===== src/rtl/register_pkg.sv =====
// Shared constants and helpers for the register read port.
//   RESP_DEPTH : number of response queue entries
//   addr_w()   : address width for a given register count (minimum 1 bit)
package register_pkg;

  localparam int RESP_DEPTH = 2;

  function automatic int addr_w(input int depth);
    return (depth <= 2) ? 1 : $clog2(depth);
  endfunction

endpackage


===== src/rtl/register_resp_queue.sv =====
// Two-entry response FIFO. Slot 0 is always the head, so head/valid come
// straight from flops; slot 1 shifts down on a pop. Vacated slots are zeroed
// so an empty queue presents all-zero head data.
// Ports:
//   clk, reset       clock, asynchronous active-low reset
//   push, push_data  enqueue one packed response (caller guarantees not full)
//   pop              dequeue head (caller guarantees not empty)
//   head, head_vld   current head entry and its valid flag
//   count            number of occupied entries (0..2)
module register_resp_queue
  import register_pkg::*;
#(
  parameter int  WIDTH  = 4,
  parameter int  ADDR_W = 3,
  localparam int RW     = WIDTH + ADDR_W + 1
) (
  input  logic          clk,
  input  logic          reset,
  input  logic          push,
  input  logic [RW-1:0] push_data,
  input  logic          pop,
  output logic [RW-1:0] head,
  output logic          head_vld,
  output logic [1:0]    count
);

  logic [RW-1:0] slot0_q, slot0_d;
  logic [RW-1:0] slot1_q, slot1_d;
  logic [1:0]    count_q, count_d;
  logic          vld_q, vld_d;

  always_comb begin
    slot0_d = slot0_q;
    slot1_d = slot1_q;
    count_d = count_q;
    case ({push, pop})
      2'b10: begin
        if (count_q == 2'd0) slot0_d = push_data;
        else                 slot1_d = push_data;
        count_d = count_q + 2'd1;
      end
      2'b01: begin
        slot0_d = slot1_q;
        slot1_d = '0;
        count_d = count_q - 2'd1;
      end
      2'b11: begin
        // head leaves; the new entry queues behind whatever remains
        if (count_q == 2'd1) begin
          slot0_d = push_data;
        end else begin
          slot0_d = slot1_q;
          slot1_d = push_data;
        end
      end
      default: ;
    endcase
    vld_d = (count_d != 2'd0);
  end

  always_ff @(posedge clk or negedge reset) begin
    if (!reset) begin
      slot0_q <= '0;
      slot1_q <= '0;
      count_q <= '0;
      vld_q   <= 1'b0;
    end else begin
      slot0_q <= slot0_d;
      slot1_q <= slot1_d;
      count_q <= count_d;
      vld_q   <= vld_d;
    end
  end

  assign head     = slot0_q;
  assign head_vld = vld_q;
  assign count    = count_q;

  logic unused_depth;
  assign unused_depth = (RESP_DEPTH == 2);

endmodule


===== src/rtl/register_read_port.sv =====
// Register bank with one write port and a valid/ready read-request port
// answered through a 2-entry response queue. Reads see same-cycle writes.
// Ports:
//   clk, reset                       clock, asynchronous active-low reset
//   wr_en, wr_addr, wr_data          write port (addresses >= DEPTH dropped)
//   rd_req_valid/ready, rd_addr      read request handshake
//   rd_resp_valid/ready              response handshake
//   rd_resp_data/addr/err            head response; err flags addr >= DEPTH
module register_read_port
  import register_pkg::*;
#(
  parameter int  WIDTH  = 4,
  parameter int  DEPTH  = 8,
  localparam int ADDR_W = addr_w(DEPTH)
) (
  input  logic              clk,
  input  logic              reset,
  input  logic              wr_en,
  input  logic [ADDR_W-1:0] wr_addr,
  input  logic [WIDTH-1:0]  wr_data,
  input  logic              rd_req_valid,
  output logic              rd_req_ready,
  input  logic [ADDR_W-1:0] rd_addr,
  output logic              rd_resp_valid,
  input  logic              rd_resp_ready,
  output logic [WIDTH-1:0]  rd_resp_data,
  output logic [ADDR_W-1:0] rd_resp_addr,
  output logic              rd_resp_err
);

  typedef struct packed {
    logic [WIDTH-1:0]  data;
    logic [ADDR_W-1:0] addr;
    logic              err;
  } resp_t;

  logic [WIDTH-1:0] mem_q [DEPTH];
  logic [WIDTH-1:0] mem_d [DEPTH];

  resp_t      push_resp, head_resp;
  logic       push, pop, head_vld;
  logic [1:0] count;

  // Storage write; out-of-range addresses match no entry and are dropped.
  always_comb begin
    mem_d = mem_q;
    for (int i = 0; i < DEPTH; i++) begin
      if (wr_en && wr_addr == ADDR_W'(i)) mem_d[i] = wr_data;
    end
  end

  always_ff @(posedge clk or negedge reset) begin
    if (!reset) mem_q <= '{default: '0};
    else        mem_q <= mem_d;
  end

  // Response snapshot: error check, then forwarding, then storage.
  always_comb begin
    push_resp      = '0;
    push_resp.addr = rd_addr;
    push_resp.err  = (int'(rd_addr) >= DEPTH);
    for (int i = 0; i < DEPTH; i++) begin
      if (rd_addr == ADDR_W'(i)) push_resp.data = mem_q[i];
    end
    if (!push_resp.err && wr_en && wr_addr == rd_addr) push_resp.data = wr_data;
    if (push_resp.err) push_resp.data = '0;
  end

  // Ready depends only on registered occupancy, never on rd_resp_ready.
  assign rd_req_ready = reset & (count < 2'(RESP_DEPTH));
  assign push         = rd_req_valid & rd_req_ready;
  assign pop          = head_vld & rd_resp_ready;

  register_resp_queue #(
    .WIDTH  (WIDTH),
    .ADDR_W (ADDR_W)
  ) u_queue (
    .clk       (clk),
    .reset     (reset),
    .push      (push),
    .push_data (push_resp),
    .pop       (pop),
    .head      (head_resp),
    .head_vld  (head_vld),
    .count     (count)
  );

  assign rd_resp_valid = head_vld;
  assign rd_resp_data  = head_resp.data;
  assign rd_resp_addr  = head_resp.addr;
  assign rd_resp_err   = head_resp.err;

endmodule


===== config.mk =====
export PLATFORM = sky130hd
export DESIGN_NAME = register_read_port
export DESIGN_NICKNAME = d
export VERILOG_FILES = /design/src/rtl/register_pkg.sv /design/src/rtl/register_resp_queue.sv /design/src/rtl/register_read_port.sv
export SDC_FILE = /design/constraint.sdc
export NUM_CORES = 1
export LEC_CHECK = 0
export ABC_CLOCK_PERIOD_IN_PS = 2200
export BUFFER_PORTS_ARGS = -buffer_cell sky130_fd_sc_hd__buf_2
export CORE_MARGIN = 2
export CORE_UTILIZATION = 58
export CTS_CLUSTER_DIAMETER = 60
export CTS_CLUSTER_SIZE = 10
export DETAILED_ROUTE_END_ITERATION = 8
export HOLD_SLACK_MARGIN = 0.06
export PLACE_DENSITY = 0.78
export SLEW_MARGIN = 20
export SYNTH_ARGS = -nofsm -noshare
export SYNTH_HDL_FRONTEND = slang
export SYNTH_SLANG_ARGS = --single-unit

===== constraint.sdc =====
create_clock -name clk -period 2.2 [get_ports clk]
set_input_delay 0.44 -clock clk [delete_from_list [all_inputs] [get_ports clk]]
set_output_delay 0.44 -clock clk [all_outputs]
set_load 0.02 [all_outputs]

# Word-level counts from Yosys, hierarchy flattened

Cells that the tools add are included.

Flip-flop bits (word level): 51
Input port bits: 15
Word-level logic and storage cells: 72

Equality and inequality tests: 22
$add $sub $neg: 2
Multiplexer cells: 16
Bitwise operators: 3
Reduce and logical (&&, ||, !) cells: 16
$lt $le $gt $ge: 1

Operators by type and width:

| operator              | number |
|---|---|
| $pmux W8 S3           | 2 |
| $mux W4               | 9 |
| $mux W8               | 4 |
| $eq A3 B3 Y1 const B  | 8 |
| $eq A3 B2 Y1 const B  | 4 |
| $logic_and A1 B1 Y1   | 9 |
| $eq A3 B1 Y1 const B  | 2 |
| $logic_not A3 Y1      | 2 |
| $eq A2 B1 Y1 const B  | 2 |
| $eq A2 B2 Y1 const B  | 2 |
| $ne A2 B2 Y1 const B  | 2 |
| $pmux W2 S2           | 1 |
| $and A1 B1 Y1         | 3 |
| $eq A3 B3 Y1          | 1 |
| $reduce_and A3 Y1     | 1 |
| $reduce_bool A3 Y1    | 1 |
| $add A2 B1 Y2 const B | 1 |
| $logic_not A2 Y1      | 1 |
| $lt A2 B2 Y1 const B  | 1 |
| $ne A2 B1 Y1 const B  | 1 |
| $reduce_and A2 Y1     | 1 |
| $reduce_bool A2 Y1    | 1 |
| $sub A2 B1 Y2 const B | 1 |

# Logic depth before layout (Yosys ltp)

Gate-level depths: netlist of the first run.

Word-level depth: 12
Gate-level depth with buffers: 9
Depth with buffers taken out: 8

# Hierarchy

A second synthesis of the first run with hierarchy kept.

Cell total of the unflattened synthesis: 241
Area total of the unflattened synthesis: 2733.9 µm²

By module, submodules not included:

| module              | area an instance (µm²) | times used | cells each |
|---|---|---|---|
| register_read_port  | 1709.1                 | 1          | 135 |
| register_resp_queue | 1024.7                 | 1          | 106 |

# Worst setup path before layout of the first run

Ideal clock, no wire load.

Kind: input to register
From: input reset
To: register u_queue.slot1_q[4]
Library setup time: 0.123 ns
Required time: 2.077 ns
Path buffers: 2
Stages on the path: 9
Arrival: 1.857 ns
Path slack: 0.219 ns
Path through: nor2b_1 > nand2_1 > inv_1 > ha_1 > buf_4 > a221o_1 > buf_4 > a21oi_1 > a21oi_1

Longest elaborated chain between the ends: 5
Elaborated cells on any way between the ends: 10
Those cells by class: 5 x eq/ne; 1 x mux; 2 x bitwise; 2 x reduce/logical

Ends and longest elaborated chain:

| item                                                                | line                      | text |
|---|---|---|
| from (decl)                                                         | register_read_port.sv:17  | `input logic reset,` |
| $and A1 B1 Y1 *                                                     | register_read_port.sv:70  | `assign rd_req_ready = reset & (count < 2'(RESP_DEPTH));` |
| $and A1 B1 Y1 *                                                     | register_read_port.sv:71  | `assign push = rd_req_valid & rd_req_ready;` |
| $eq A2 B2 Y1 or $eq A2 B1 Y1 (tied branches)                        | register_resp_queue.sv:36 | `case ({push, pop})` |
| $ne A2 B2 Y1 (no source line) or $reduce_bool A3 Y1 (tied branches) | n/a                       |  |
| $reduce_and A3 Y1 (no source line)                                  | n/a                       |  |
| to (signal assigned)                                                | register_resp_queue.sv:69 | `slot1_q <= slot1_d;` |
| to (decl)                                                           | register_resp_queue.sv:28 | `logic [RW-1:0] slot1_q, slot1_d;` |

Mark *: on every way between the ends. The rest lies on a longest branch, timed or not.
A chain may end at the register's enable or synchronous reset.

# Worst setup path after layout of the first run

From: register u_queue.count_q[1] (netlist: u_queue.count[1])
To: register u_queue.slot1_q[7]

Longest elaborated chain between the ends: 6
Elaborated cells on any way between the ends: 13
Those cells by class: 1 x order compare; 6 x eq/ne; 1 x mux; 2 x bitwise; 3 x reduce/logical

Ends and longest elaborated chain:

| item                                                                | line                      | text |
|---|---|---|
| from (decl)                                                         | register_resp_queue.sv:29 | `logic [1:0] count_q, count_d;` |
| from (signal assigned)                                              | register_resp_queue.sv:70 | `count_q <= count_d;` |
| $lt A2 B2 Y1                                                        | register_read_port.sv:70  |  |
| $and A1 B1 Y1                                                       | register_read_port.sv:70  |  |
| $and A1 B1 Y1                                                       | register_read_port.sv:71  |  |
| $eq A2 B2 Y1 or $eq A2 B1 Y1 (tied branches)                        | register_resp_queue.sv:36 |  |
| $ne A2 B2 Y1 (no source line) or $reduce_bool A3 Y1 (tied branches) | n/a                       |  |
| $reduce_and A3 Y1 (no source line)                                  | n/a                       |  |

Parallel ways exist; a longest one is shown, timed or not.

==> flow_summary_export.csv, run 1 <==
group,metric,value,unit
status,outcome,"finished clean",
timing,setup_viol,0,
cells_and_area,final_util,65.4,%
detailed_routing,num_vias,1724,
synth,synth_seq_area_share,47.9,%
floorplanning,initial_core_util,59.6,%
grt,grt_max_degree,50,
timing,fin_skew,0.00386,ns
timing,setup_tns,0,ns
synth,synthArstFlopShare,100,%
timing,hold_slack,0.241,ns
placed_design,portBuffers,23,
critical_path,crit_path_end_kind,"flop",
cells_and_area,fin_nets,265,
synth,ys_types,44,
cells_and_area,fill_cells,336,
cts,cts_resized,0,
floorplanning,ios,25,
timing,final_max_slew_viol_count,0,
floorplanning,die_y,70.5,um
synth,synth_ff_type,"dfrtp_1",
cts,path_clk_slew,0.09,ns
floorplanning,num_rows,24,
detailed_routing,avgRoutedWirePerCell,16.2,um
detailed_routing,drc,0,
timing,tightest_slew,0.608,ns
power_and_ir_drop,p_seq_share,46.9,%
critical_path,critPathLaunchType,"flop",
cts,cts_root_buf,"clkbuf_8",
critical_path,crit_type,"flop to flop",
power_and_ir_drop,cellPowerDensity,992,nW/um2
floorplanning,die_x,70.5,um
power_and_ir_drop,p_int,1840,uW
power_and_ir_drop,p_sw,950,uW
cts,clk_latency,0.30,ns
synth,synth-seq-cells,49,
critical_path,path_cells,"nor2b_1, nand2_1, inv_1, ha_1, a221o_1, o41ai_1",
cts,cts_buffer_depth,2,
synth,syn_area,2560,um2
placed_design,gp_congestion,0.771,
cells_and_area,diodes,0,
synth,syn-num-nets,240,
timing,rsz0062_at_grt,"false",
timing,min_period_over_period,85.7,%
detailed_routing,drt-total-wl,4790,um
synth,yosys_warnings,0,
power_and_ir_drop,power_frac_clock,19.2,%
cts,htreeDepth,2,
synth,avgSynthCellArea,11.7,um2
grt,grt.total_usage,21.4,%
detailed_routing,ant_nets,0,
timing,final-hold-violation-count,0,
synth,synth_edf_count,0,
hold_path,hp-class,"primary input to asynchronous set/reset pin",
cts,tritoncts,"done",
floorplanning,dieArea,4960,um2
power_and_ir_drop,p_total,2790,uW
cts,ctsHoldBuffers,0,
power_and_ir_drop,p_comb_share,33.9,%
critical_path,worstPathRequired,2.40,ns
timing,period_needed,1.89,ns
critical_path,cp.arrival,2.08,ns
detailed_routing,drt-pass1-iter-count,4,
grt,first_global_vias,1672,
cts,clock-sinks,49,
run,cap_violations,0,
critical_path,cp_slowest_stage_delay,0.55,ns
critical_path,path_max_fanout,15,
grt,grt_pass1_wl,8310,um
power_and_ir_drop,switching_share,34.1,%
power_and_ir_drop,irDropWorstVdd,0.408,mV
cells_and_area,area_growth_syn_to_layout,9.62,%
cells_and_area,drive_gt1_share,20.1,%
critical_path,r2r_cells,6,
floorplanning,coreArea,4290,um2
power_and_ir_drop,total_leakage_power,0.00126,uW
synth,yosys.area.top_type,"dfrtp_1",
cts,numCtsBuffers,5,
cts,post-cts-setup-buffer-count,0,
detailed_routing,viasPerCell,5.82,
critical_path,crit_slowest_cell,"a221o_1",
detailed_routing,drtIter0Drc,58,
synth,synth_top_area_share,47.9,%
grt,grt.overflow.total,0,
grt,antenna_found_initial,0,
synth,synth.area.top_cells,"dfrtp_1 48%, mux2_1 15%, mux2i_1 4.7%",
placed_design,dpl.hpwl,3540,um
synth,synthCells,219,
timing,maxSlewHeadroom,59.5,%
timing,fmax,530,MHz
-- Yosys cell counts, types with 2 or more instances --
cell type  instances
nand2b_1           3
buf_2              4
nand2b_2           2
a22oi_1            3
nor3b_2            2
o31ai_1            3
o41ai_1            2
mux2i_1           12
ha_1               6
o221ai_1           3
a211oi_1           5
a221o_1            3
nand4_1            2
inv_1             11
a21oi_1            4
mux2_1            35
o21ai_0            3
nor2_1            10
buf_4              5
o21ai_1            3
dfrtp_1           49
inv_2              2
a221oi_1           5
nand2_1           17
nor2b_1            2
xnor2_1            3
nand4b_1           3
-- cells by family (layout without fill, tap and decap cells) --
logic type	after synthesis	count (layout)	share of synthesized area [%]
xor gates and xnor gates	3	3	1.03
and+or+nand+nor	49	49	10.7
other	1	1	0.146
buffers and inverters	23	48	4.30
muxes	49	49	21.4
AOI/OAI and AO/OA	39	39	11.6
DFF	49	49	47.9
adders and majority gates	6	6	2.93
-- sequential cells by signal, summed over array words and instances (netlist names) --
signal	cells
u_queue.slot1_q	7
u_queue.count	2
mem_q	32
u_queue.head	7
u_queue.head_vld	1
-- cells in the final DEF, fill, tap and decap left out, types with 2 or more instances in the layout --
| master | synthesis | layout |
|---|---|---|
| o21ai_1 | 3 | 3 |
| nand4b_1 | 3 | 3 |
| o41ai_1 | 2 | 2 |
| o31ai_1 | 3 | 3 |
| nand2b_2 | 2 | 2 |
| ha_1 | 6 | 6 |
| a22oi_1 | 3 | 3 |
| a211oi_1 | 5 | 5 |
| nor3b_2 | 2 | 2 |
| nand2_1 | 17 | 17 |
| xnor2_1 | 3 | 3 |
| nor2_1 | 10 | 10 |
| nand4_1 | 2 | 2 |
| inv_2 | 2 | 2 |
| inv_1 | 11 | 11 |
| a21oi_1 | 4 | 4 |
| buf_4 | 5 | 5 |
| mux2i_1 | 12 | 12 |
| o221ai_1 | 3 | 3 |
| a221o_1 | 3 | 3 |
| mux2_1 | 35 | 35 |
| clkbuf_8 | 0 | 6 |
| o21ai_0 | 3 | 3 |
| nand2b_1 | 3 | 3 |
| nor2b_1 | 2 | 2 |
| buf_2 | 4 | 23 |
| a221oi_1 | 5 | 5 |
| dfrtp_1 | 49 | 49 |
-- cell type report --
cell class,instances,area [um2],area share (%)
Multi-Input combinational cell,147,1220,43.6
Sequential cell,49,1230,43.7
Clock buffer,6,82.6,2.94
Timing Repair Buffer,28,153,5.44
Clock inverter,1,7.51,0.267
Tap cell,52,65.1,2.32
Inverter,13,48.8,1.74
-- power groups by stage --
stage | logic, uW | registers (uW) | clock network, uW
floorplan | 627 | 1380 | 0
global placement | 926 | 1310 | 0
detailed placement | 953 | 1330 | 0
CTS | 957 | 1310 | 556
global route | 1060 | 1340 | 592
finish | 945 | 1310 | 534
-- per-layer routing --
layer	vias to the layer above	track usage (%)	wire (um)
li1	848	-	-
met1	834	30.4	2270
met2	36	33.9	2290
met3	6	4.33	192
met4	0	5.34	34
met5	-	0	0
-- metrics by stage --
| step | std cells | area (um2) | setup WS (ns) |
|---|---|---|---|
| after floorplan | 219 | 2560 | 0.219 |
| after global placement | 289 | 2720 | 0.128 |
| after detailed placement | 289 | 2720 | 0.0797 |
| after CTS | 296 | 2810 | 0.314 |
| after global routing | 296 | 2810 | 0.0785 |
| final | 296 | 2810 | 0.315 |
-- worst paths after layout --
kind | from | to | slack, ns
min reg2reg | mem_q[24] | mem_q[24] | 0.48
min in group clk | mem_q[24] | mem_q[24] | 0.48
max | u_queue.count[1] | u_queue.slot1_q[7] | 0.31
max in group asynchronous | reset | mem_q[4] | 1.55
min | reset | u_queue.head_vld | 0.24
max reg2reg | u_queue.count[1] | u_queue.slot1_q[7] | 0.31
-- critical path: cells and delay by family, from the launching register on --
kind            cells  cell delay [ns]
compound gates      2             0.94
flops               1             0.38
fa+ha+maj           1             0.22
simple gates        2             0.16
buf+inv             1             0.07
No activity file was read; power rests on OpenSTA's default activity.
==> inputs of run 2 (changes only) <==
Settings changed: ABC_CLOCK_PERIOD_IN_PS 2200 to 2450, CORE_ASPECT_RATIO from default to 0.8, CORE_UTILIZATION 58 to 63, PLACE_DENSITY 0.78 to 0.84.
Clock period 2.2 ns to 2.45 ns, I/O delays scaled along.
==> run 2 against run 1 <==
Die area down 7.4%. Final cell count did not move. Largest cell class unchanged. Clock power shrank 4%. Setup slack better by 0.12 ns. Routed wire length is 4.3% higher. Clock skew grew 0.0034 ns. Total power decreased by 8.8%.
==> flow_summary_export.csv, run 2 (synthesis results as in run 1) <==
group,metric,value,unit
cells_and_area,regMostFlops,"mem_q",
floorplanning,ios,25,
detailed_routing,drtIter0Drc,112,
critical_path,cp.arrival,2.22,ns
timing,min_period_over_period,82.4,%
critical_path,cp_slowest_stage_delay,0.53,ns
cells_and_area,layout_common_cells,"49 x dfrtp_1, 35 x mux2_1, 23 x buf_2, 17 x nand2_1, 12 x mux2i_1",
timing,setup_tns,0,ns
critical_path,path_max_fanout,15,
cells_and_area,largest_reg_flops,32,
run,cap_violations,0,
timing,rsz0062_at_grt,"false",
hold_path,hp-class,"primary input to asynchronous set/reset pin",
critical_path,reg2reg_slack,0.43,ns
placed_design,dpl.hpwl,3720,um
power_and_ir_drop,cellPowerDensity,910,nW/um2
detailed_routing,avgRoutedWirePerCell,16.9,um
cts,cts_resized,0,
timing,final_max_slew_viol_count,0,
floorplanning,dieArea,4590,um2
power_and_ir_drop,total_leakage_power,0.00125,uW
timing,final-hold-violation-count,0,
placed_design,portBuffers,23,
cells_and_area,area_growth_syn_to_layout,9.04,%
cells_and_area,drive_gt1_share,19.1,%
cts,tritoncts,"done",
critical_path,reg2reg_from,"u_queue.head_vld",
detailed_routing,ant_nets,0,
critical_path,crit_slowest_cell,"a221o_1",
power_and_ir_drop,switching_share,34.4,%
floorplanning,initial_core_util,66.5,%
grt,grt_pass1_wl,8340,um
critical_path,path_cells,"and2_1, inv_2, ha_1, a221o_1, o41ai_1",
power_and_ir_drop,power_frac_clock,20.2,%
grt,grt_max_degree,50,
detailed_routing,drc,0,
grt,grt.overflow.total,0,
cells_and_area,fin_nets,261,
floorplanning,die_x,75.3,um
grt,grt.total_usage,25.0,%
timing,period_needed,2.02,ns
cells_and_area,fill_cells,302,
power_and_ir_drop,p_seq_share,46.5,%
power_and_ir_drop,p_sw,875,uW
placed_design,gp_congestion,0.870,
critical_path,crit_path_end_kind,"flop",
power_and_ir_drop,p_comb_share,33.3,%
timing,tightest_slew,0.696,ns
detailed_routing,drt-pass1-iter-count,4,
cts,clock-sinks,49,
critical_path,critPathLaunchType,"flop",
timing,fin_skew,0.00721,ns
detailed_routing,num_vias,1756,
cells_and_area,layout_commonest_cell,"dfrtp_1",
detailed_routing,drt-total-wl,4990,um
detailed_routing,viasPerCell,5.93,
cts,clk_latency,0.30,ns
cells_and_area,diodes,0,
floorplanning,num_rows,20,
critical_path,crit_type,"flop to flop",
power_and_ir_drop,irDropWorstVdd,0.682,mV
floorplanning,coreArea,3850,um2
critical_path,r2r_end,"u_queue.slot1_q[5]",
status,outcome,"finished clean",
timing,maxSlewHeadroom,53.2,%
floorplanning,die_y,61.0,um
power_and_ir_drop,p_total,2540,uW
power_and_ir_drop,p_int,1670,uW
cts,cts_root_buf,"clkbuf_8",
grt,antenna_found_initial,0,
critical_path,r2r_cells,5,
cts,numCtsBuffers,5,
cts,ctsHoldBuffers,0,
grt,first_global_vias,1685,
cts,htreeDepth,2,
cts,post-cts-setup-buffer-count,0,
critical_path,worstPathRequired,2.65,ns
timing,fmax,495,MHz
cts,path_clk_slew,0.08,ns
cts,cts_buffer_depth,2,
timing,setup_viol,0,
[run 2: changes by cell type in the layout (fill, tap and decap cells not counted)]
cell	change
buf_4	-4
clkbuf_8	+1
clkinv_2	+1
clkinvlp_4	-1
[run 2: power groups by stage]
stage | registers [uW] | clock network, uW | logic, uW
6_report | 1180 | 514 | 847
4_1_cts | 1180 | 522 | 853
2_1_floorplan | 1240 | 0 | 563
5_1_grt | 1220 | 563 | 941
3_3_place_gp | 1190 | 0 | 825
3_5_place_dp | 1200 | 0 | 847
[run 2: metrics by stage]
stage | instance area, um2 | utilization [%] | setup slack, ns | std cells | hold slack (ns)
3_3_place_gp | 2690 | 69.8 | 0.272 | 288 | 0.459
4_1_cts | 2790 | 72.5 | 0.419 | 296 | 0.324
5_1_grt | 2790 | 72.5 | 0.164 | 296 | 0.353
6_report | 2790 | 72.5 | 0.430 | 296 | 0.295
3_5_place_dp | 2690 | 69.8 | 0.225 | 288 | 0.462
2_1_floorplan | 2560 | - | 0.419 | 219 | 0.194
[run 2: worst max-delay path by stage]
stage / startpoint / end / slack (ns) / cells past startpoint
2_1_floorplan: reset / u_queue.slot1_q[4] / 0.42 / 9
3_3_place_gp: rd_resp_ready / u_queue.slot1_q[5] / 0.27 / 6
3_5_place_dp: rd_resp_ready / u_queue.slot1_q[5] / 0.23 / 6
4_1_cts: u_queue.head_vld / u_queue.slot1_q[5] / 0.42 / 5
5_1_grt: u_queue.head_vld / u_queue.slot1_q[5] / 0.16 / 5
6_report: u_queue.head_vld / u_queue.slot1_q[5] / 0.43 / 5
[run 2: layout make-up]
type,instances,area (um2),share of cell area [%]
clock buffer,7,96.3,3.45
clock inverter,1,5.00,0.179
inverter,13,48.8,1.75
multi-input combinational,147,1220,43.9
sequential,49,1230,43.9
tap,55,68.8,2.46
timing repair buffer,24,123,4.39
[run 2: worst max-delay path, delay by kind of cell (launching register included)]
family	cells	cell delay (ns)
fa+ha+maj	1	0.31
flops	1	0.35
simple gates	1	0.21
compound gates	2	0.92
buf+inv	1	0.12
[run 2: layer usage]
metal / GRT usage, % / vias to the layer above / wire [um]
li1: - / 838 / -
met1: 37.6 / 881 / 2530
met2: 35.9 / 33 / 2180
met3: 6.06 / 4 / 226
met4: 8.02 / 0 / 52
met5: 0 / - / 0
==> inputs of run 3 (changes only) <==
Settings changed: ABC_CLOCK_PERIOD_IN_PS 2450 to 1700, CORE_UTILIZATION 63 to 53, PLACE_DENSITY 0.84 to 0.75.
Clock period 2.45 ns to 1.7 ns, I/O delays scaled along.
==> run 3 against run 2 <==
The run now ends with setup timing left. Clock power rose by 72%. Core utilization decreased by 3.6 points. Sequential share of layout area decreased by 5.4 points. Count of clock-buffer cells in the layout fell by 2. Final cell count grew 11%. Global-route usage down 2.5 points. Setup slack got worse by 0.49 ns. Design area grew 14%. Clock skew decreased by 0.0034 ns. Worst hold slack got worse by 0.13 ns. Critical endpoint is now u_queue.slot1_q[6]. Largest power group unchanged.
==> flow_summary_export.csv, run 3 (synthesis results as in run 1) <==
group,metric,value,unit
status,outcome,"complete, but fails checks",
status,violations,"setup timing",
cells_and_area,regMostFlops,"mem_q",
grt,grt.overflow.total,0,
timing,maxSlewHeadroom,59.1,%
floorplanning,dieArea,5410,um2
timing,final_max_slew_viol_count,0,
grt,grt_pass1_wl,9050,um
grt,antenna_found_initial,0,
timing,tightest_slew,0.614,ns
cells_and_area,fill_cells,335,
detailed_routing,viasPerCell,5.73,
critical_path,path_cells,"nor2b_4, nand2_2, buf_6, ha_4, a221o_1, buf_6, o41ai_4",
timing,period_needed,1.76,ns
placed_design,gp_congestion,0.842,
cts,cts_root_buf,"clkbuf_8",
power_and_ir_drop,total_leakage_power,0.00142,uW
power_and_ir_drop,p_sw,1500,uW
power_and_ir_drop,p_seq_share,40.2,%
timing,rsz0062_at_grt,"true",
power_and_ir_drop,power_frac_clock,20.7,%
cts,cts_buffer_depth,2,
detailed_routing,drt-total-wl,5770,um
grt,grt.total_usage,22.5,%
critical_path,reg2reg_slack,-0.06,ns
timing,setup_viol,7,
placed_design,portBuffers,23,
critical_path,cp.depth,7,
cells_and_area,layout_commonest_cell,"dfrtp_1",
cells_and_area,diodes,0,
critical_path,crit_path_end_kind,"flop",
floorplanning,ios,25,
critical_path,crit_type,"flop to flop",
power_and_ir_drop,p_int,2770,uW
detailed_routing,drt-pass1-iter-count,4,
cts,clk_latency,0.31,ns
timing,final-hold-violation-count,0,
power_and_ir_drop,p_comb_share,39.1,%
timing,fin_ws,-0.0602,ns
cells_and_area,ff_latch_area,1230,um2
cells_and_area,drive_gt1_share,36.6,%
cells_and_area,stdcell_count,328,
critical_path,cp.arrival,1.98,ns
detailed_routing,num_vias,1880,
run,cap_violations,0,
floorplanning,die_x,81.7,um
hold_path,hp-class,"primary input to asynchronous set/reset pin",
power_and_ir_drop,p_total,4270,uW
timing,hold_slack,0.167,ns
cts,tritoncts,"done",
timing,fmax,568,MHz
cts,ctsHoldBuffers,0,
grt,first_global_vias,1834,
timing,fin_skew,0.00381,ns
power_and_ir_drop,irDropWorstVdd,0.747,mV
detailed_routing,avgRoutedWirePerCell,17.6,um
placed_design,dpl.hpwl,3910,um
floorplanning,num_rows,22,
power_and_ir_drop,cellPowerDensity,1340,nW/um2
critical_path,r2r_cells,7,
power_and_ir_drop,switching_share,35.1,%
critical_path,reg2reg_from,"u_queue.count[1]",
cts,path_clk_slew,0.10,ns
cells_and_area,layout_common_cells,"48 x dfrtp_1, 35 x mux2_1, 24 x buf_2, 23 x buf_4",
critical_path,r2r_end,"u_queue.slot1_q[6]",
critical_path,path_buf_inv,2,
floorplanning,coreArea,4620,um2
critical_path,crit_top_cell,"buf_6",
cells_and_area,area_growth_syn_to_layout,24.4,%
floorplanning,initial_core_util,55.4,%
cts,numCtsBuffers,5,
detailed_routing,drtIter0Drc,84,
cts,htreeDepth,2,
critical_path,crit_slowest_cell,"dfrtp_1",
critical_path,path_max_fanout,6,
critical_path,cp_slowest_stage_delay,0.42,ns
critical_path,cpLargestDelayFamily,"compound AO/OA/AOI/OAI gates",
cts,clock-sinks,49,
detailed_routing,ant_nets,0,
grt,grt_max_degree,50,
cells_and_area,largest_reg_flops,32,
critical_path,critPathLaunchType,"flop",
cells_and_area,fin_nets,288,
critical_path,worstPathRequired,1.92,ns
floorplanning,die_y,66.2,um
timing,min_period_over_period,104,%
detailed_routing,drc,0,
cells_and_area,multiInputGateArea,1370,um2
placed_design,dp.cells,315,
-- run 3: how the worst max path moves through the flow --
| stage | slack, ns | start | to |
|---|---|---|---|
| floorplan | -0.03 | u_queue.head_vld | u_queue.slot1_q[4] |
| global placement | -0.10 | reset | u_queue.slot1_q[6] |
| detailed placement | -0.16 | reset | u_queue.slot1_q[6] |
| CTS | -0.008 | u_queue.count[1] | u_queue.slot1_q[6] |
| global route | -0.09 | u_queue.count[1] | u_queue.slot1_q[6] |
| finish | -0.06 | u_queue.count[1] | u_queue.slot1_q[6] |
-- run 3: power by group through the flow --
stage / logic (uW) / clock network, uW / registers, uW
floorplan: 843 / 0 / 1800
CTS: 1430 / 894 / 1710
detailed placement: 1380 / 0 / 1730
global placement: 1350 / 0 / 1720
global route: 1820 / 952 / 1770
finish: 1670 / 882 / 1720
-- run 3: through the flow --
| stage | TNS [ns] | cell area [um2] | setup WS (ns) | util [%] |
|---|---|---|---|---|
| finish | -0.233 | 3190 | -0.0602 | 68.9 |
| global placement | -0.566 | 2890 | -0.100 | 62.4 |
| floorplan | -0.0294 | 2590 | -0.0294 | - |
| global route | -0.494 | 3190 | -0.0942 | 68.9 |
| detailed placement | -0.882 | 2890 | -0.156 | 62.4 |
| CTS | -0.0132 | 3030 | -0.00844 | 65.6 |
-- run 3: timing repair --
item                       CTS  global route
pin swaps                    0             3
setup endpoints to repair    5            15
gates resized for setup      3            28
cloned                       0             1
setup buffers                2             2
-- run 3: layout make-up --
class,count,share of cell area [%]
multi-input combinational,147,43.1
sequential,49,38.5
timing repair buffer,51,10.6
tap,60,2.36
clock buffer,5,2.16
inverter,13,1.69
clock inverter,3,1.57
-- run 3: layer usage --
layer | share of wire (%) | GRT usage (%) | up-vias
li1 | - | - | 895
met1 | 48 | 32.6 | 934
met2 | 46 | 33.8 | 40
met3 | 3.8 | 4.37 | 11
met4 | 2.5 | 7.50 | 0
met5 | 0 | 0 | -
-- run 3: worst reg2reg max path: stages, from the launching register on --
cell	delay [ns]
dfrtp_1	0.42
nor2b_4	0.13
nand2_2	0.08
buf_6	0.14
ha_4	0.16
a221o_1	0.31
buf_6	0.16
o41ai_4	0.27
